===== src/rtl/alu_share_arb.sv =====
// rtl/alu_share_arb.sv - two-requester arbiter in front of a shared combinational ALU with a registered response slot
// Optional feature: define ALU_ARB_FIXED_PRIO_EN for fixed priority (accelerator wins) instead of round-robin.
module alu_share_arb #(
    parameter int W = 32
) (
    input  logic           clk,
    input  logic           rst,
    input  logic [1:0]     req_valid,
    output logic [1:0]     req_ready,
    input  logic [7:0]     req_op,
    input  logic [2*W-1:0] req_a,
    input  logic [2*W-1:0] req_b,
    output logic [1:0]     rsp_valid,
    input  logic [1:0]     rsp_ready,
    output logic [W-1:0]   rsp_data,
    output logic           rsp_err,
    output logic [W-1:0]   alu_a,
    output logic [W-1:0]   alu_b,
    output logic [3:0]     alu_con,
    input  logic [W-1:0]   alu_result
);

    typedef enum logic {S_IDLE = 1'b0, S_RESP = 1'b1} state_t;

    state_t         r_state;
    state_t         w_state_nxt;
    logic           r_owner;
    logic [W-1:0]   r_rsp_data;
    logic           r_rsp_err;
`ifndef ALU_ARB_FIXED_PRIO_EN
    logic           r_last_grant;
`endif

    logic           w_hs;
    logic           w_can_accept;
    logic           w_grant;
    logic           w_accept;
    logic [3:0]     w_op;
    logic [W-1:0]   w_a;
    logic [W-1:0]   w_b;

    assign w_hs         = (r_state == S_RESP) && rsp_ready[r_owner];
    assign w_can_accept = !rst && ((r_state == S_IDLE) || w_hs);
    assign w_accept     = w_can_accept && (|req_valid);

    // Grant index; only meaningful when w_accept is high.
`ifdef ALU_ARB_FIXED_PRIO_EN
    assign w_grant = req_valid[1];
`else
    assign w_grant = (&req_valid) ? ~r_last_grant : req_valid[1];
`endif

    assign w_op = w_grant ? req_op[7:4]      : req_op[3:0];
    assign w_a  = w_grant ? req_a[2*W-1:W]   : req_a[W-1:0];
    assign w_b  = w_grant ? req_b[2*W-1:W]   : req_b[W-1:0];

    always_ff @(posedge clk) begin
        if (rst) begin
            r_state <= S_IDLE;
        end else begin
            r_state <= w_state_nxt;
        end
    end

    always_comb begin
        w_state_nxt = r_state;
        if (w_accept) begin
            w_state_nxt = S_RESP;
        end else if (w_hs) begin
            w_state_nxt = S_IDLE;
        end
    end

    always_comb begin
        req_ready = 2'b00;
        rsp_valid = 2'b00;
        alu_con   = 4'd0;
        alu_a     = '0;
        alu_b     = '0;
        if (w_accept) begin
            req_ready = {w_grant, ~w_grant};
            alu_con   = w_op;
            alu_a     = w_a;
            alu_b     = w_b;
        end
        if (r_state == S_RESP) begin
            rsp_valid = {r_owner, ~r_owner};
        end
    end

    // Opcodes above 4'b1010 still go to the ALU but are flagged as illegal.
    always_ff @(posedge clk) begin
        if (rst) begin
            r_rsp_data   <= '0;
            r_rsp_err    <= 1'b0;
            r_owner      <= 1'b0;
`ifndef ALU_ARB_FIXED_PRIO_EN
            r_last_grant <= 1'b1;
`endif
        end else if (w_accept) begin
            r_rsp_data   <= alu_result;
            r_rsp_err    <= (w_op > 4'b1010);
            r_owner      <= w_grant;
`ifndef ALU_ARB_FIXED_PRIO_EN
            r_last_grant <= w_grant;
`endif
        end
    end

    assign rsp_data = r_rsp_data;
    assign rsp_err  = r_rsp_err;

endmodule


===== config.mk =====
export PLATFORM = sky130hd
export DESIGN_NAME = alu_share_arb
export DESIGN_NICKNAME = d
export VERILOG_FILES = /design/src/rtl/alu_share_arb.sv
export SDC_FILE = /design/constraint.sdc
export NUM_CORES = 1
export LEC_CHECK = 0
export ABC_AREA = 1
export CORE_AREA = 2 2 110 112
export CTS_BUF_LIST = sky130_fd_sc_hd__clkbuf_8 sky130_fd_sc_hd__clkbuf_16
export CTS_CLUSTER_DIAMETER = 150
export DETAILED_ROUTE_END_ITERATION = 7
export DIE_AREA = 0 0 112 114
export GPL_ROUTABILITY_DRIVEN = 0
export GPL_TIMING_DRIVEN = 0
export PLACE_DENSITY_LB_ADDON = 0.25
export SLEW_MARGIN = 40
export SYNTH_ARGS = -nofsm -noshare
export SYNTH_HDL_FRONTEND = slang
export SYNTH_SLANG_ARGS = --single-unit

===== constraint.sdc =====
create_clock -name clk -period 1.3 [get_ports clk]
set_input_delay 0.26 -clock clk [delete_from_list [all_inputs] [get_ports clk]]
set_output_delay 0.26 -clock clk [all_outputs]
set_load 0.01 [all_outputs]

==> run summary, run 1 <==
First-pass GRT wire length = 19.3 mm
Cells after Synth = 399
Total vias in the final route = 3,917
Clock skew = 0.00161 ns
H-tree levels = 2
Register Area = 723 µm²
# clock sinks = 36
RSZ-0062 raised after global routing = true
Post-Layout Cell Count = 872
Slowest CP cell = dfxtp_2
Synth Net Count = 573
Synth top area share = 0.331
Pins Over Slew Limit = 0
Lkg Pwr = 3.20 nW
Filler cells = 1,078
Drt wl/cell = 15.8 µm
Worst hold start = rst
Pwr Density = 767 nW/µm²
Maximum fanout along the worst path = 6
CP startpoint = r_owner$_SDFFE_PP0P_
DIE WIDTH = 112 µm
Initial DRC Count = 174
Min Clock Period, post-route = 1.82 ns
Area leader, netlist = nand2_1
Max_slew headroom = 0.704
Flops & latches, synth = 36
Max_cap viols = 0
CTS tree = done
Status = finished with violations
Largest net degree at the start of global routing = 12
Fmax = 549 MHz
DIE AREA = 12,800 µm²
Critical Path AT = 1.56 ns
Post-layout net count = 897
Post-CTS Hold Fix Bufs = 0
Failing checks = negative setup slack
Critical path required time = 1.04 ns
Synth area leaders = nand2_1 (33%), dfxtp_1 (31%), a21oi_1 (12%)
Cell row count = 40
Synthesis Warnings = 0
PortBufs = 278
Via density = 4.49
Worst-Skew Late Latency = 0.27 ns
Chip Height = 114 µm
Hold Fails Final Rpt = 0
Synth-to-layout area growth = 181%
Num CTS Buffers = 5
Vias in the first global route = 3,639
I/O pins = 279
Setup TNS = -31.61 ns
Endpoints failing setup = 70
Post-route ant nets = 0
Multi-input logic area = 2060 µm²
Worst-path clk slew = 0.05 ns
Hold WC Path Type = in -> reg
Fin crit share = 1.40
Launch point of the worst reg-to-reg path = r_owner$_SDFFE_PP0P_
Post-Syn Area per Cell = 5.92 µm²
Share of cells above drive strength 1 = 0.427
Seq/Total Area, Yosys = 0.305
Pre-antenna DRT Iters = 4
CP Launch Type = register
Worst path max stage delay = 0.35 ns
Worst-Margin Slew = 0.444 ns
CTS max path bufs = 2
Util after Layout = 0.566
Crit-path cells = nand2_2, nand3_4, nand3_4, buf_12, buf_12, buf_6, a21oi_2, buf_4
Dpl hpwl = 9.85 mm
Largest delay share family, worst path = buffers and inverters
Crit. End Element = output port
Overflow after GRT = 0
GRT Util Overall = 0.186
Tot Pwr = 5.08 mW
Drt total wl = 13.8 mm
# DRC = 0
Initial antenna violation count = 1
Starting density of the core = 0.202
WS Path Type = reg -> out
Final worst slack = -0.523 ns
Yosys cell types = 17
Core area = 11,700 µm²
Bufs and invs on worst path = 4
Cell area after synthesis = 2360 µm²
Post-Place Cells = 824
Clock root buffer = clkbuf_16
Max VDD drop = 0.816 mV
## final cells by class
| type | count | share of cell area |
|---|---|---|
| Clock inverter | 1 | 0.00453 |
| Antenna cell | 1 | 0.000377 |
| Sequential cell | 36 | 0.109 |
| Multi-Input combinational cell | 324 | 0.311 |
| Tap cell | 147 | 0.0277 |
| Clock buffer | 7 | 0.0230 |
| Buffer | 28 | 0.0591 |
| Timing Repair Buffer | 319 | 0.459 |
| Inverter | 9 | 0.00661 |
## sequential cells by signal, indices dropped and copies added, names as in the netlist
| name | cells |
|---|---|
| r_last_grant | 1 |
| rsp_err | 1 |
| rsp_data | 32 |
| r_state | 1 |
| r_owner | 1 |
## where the power goes
part	leakage [nW]	internal, mW	switching [mW]
registers	0.298	1.20	0.0491
clock network	0.0901	1.01	0.450
logic	2.82	1.33	1.05
## placed cells by master (no fill, tap or decap), types with 21 or more instances in the layout
| master | n |
|---|---|
| a21oi_2 | 60 |
| nand2_1 | 130 |
| clkdlybuf4s50_1 | 168 |
| nand3_1 | 34 |
| dfxtp_1 | 34 |
| nand2_4 | 30 |
| nand2_2 | 49 |
| buf_4 | 21 |
| buf_2 | 64 |
| dlygate4sd2_1 | 36 |
## final timing paths
kind                                to  slack [ns]  cells past startpoint
max                         alu_con[0]       -0.52                      8
min               r_state$_SDFFE_PP0P_        0.21                      2
max reg2reg  r_last_grant$_SDFFE_PP1P_        0.01                      8
min reg2reg  rsp_data[20]$_SDFFE_PP0P_        0.46                      2
## worst register-to-register path, cell delays in order, from the launching register on
cell	delay (ns)
dfxtp_2	0.35
nand2_2	0.07
nand3_4	0.10
nand3_4	0.10
buf_12	0.16
buf_12	0.14
buf_6	0.13
nor2_4	0.10
nor2_1	0.04
## kinds of logic after synthesis
kind of cell	after synthesis	share of synthesized area
and+or+nand+nor	254	0.435
AOI/OAI and AO/OA	70	0.164
buffers and inverters	39	0.0954
DFF	36	0.305
## per-layer routing
layer	up-vias	global-route usage	share of wire
li1	1922	-	-
met1	1797	0.207	0.37
met2	171	0.349	0.53
met3	27	0.0420	0.068
met4	0	0.0610	0.028
met5	-	0	0
## synth_stat cells (all sizes together)
library cell / n
a21oi: 67
buf: 27
clkbuf: 3
dfxtp: 36
inv: 9
nand2: 210
nand3: 37
nor2: 6
o21ai: 3
or2: 1
## through the flow
step	instance area (µm²)	setup WS, ns	hold slack, ns
after floorplan	2530	0.000784	0.329
after global placement	5500	-1.11	0.455
after detailed placement	5500	-1.13	0.461
after CTS	5830	-0.559	0.466
after global routing	6630	-0.599	0.233
final	6630	-0.523	0.209
## timing repair
action | 4_1_cts | 5_1_grt
pin swaps | 6 | 35
cloned | 4 | 12
buffers inserted | 17 | 11
gates resized for setup | 415 | 148
setup endpoints to repair | 138 | 105
No activity file was read; power rests on OpenSTA's default activity.
==> inputs of run 2 (changes only) <==
--- a/config.mk
+++ b/config.mk
@@ -14,6 +14,7 @@
 export GPL_ROUTABILITY_DRIVEN = 0
 export GPL_TIMING_DRIVEN = 0
 export PLACE_DENSITY_LB_ADDON = 0.25
+export RECOVER_POWER = 50
 export SLEW_MARGIN = 40
 export SYNTH_ARGS = -nofsm -noshare
 export SYNTH_HDL_FRONTEND = slang
==> results of run 2 <==
No change in the layout: final DEF, timing and power equal those of run 1.
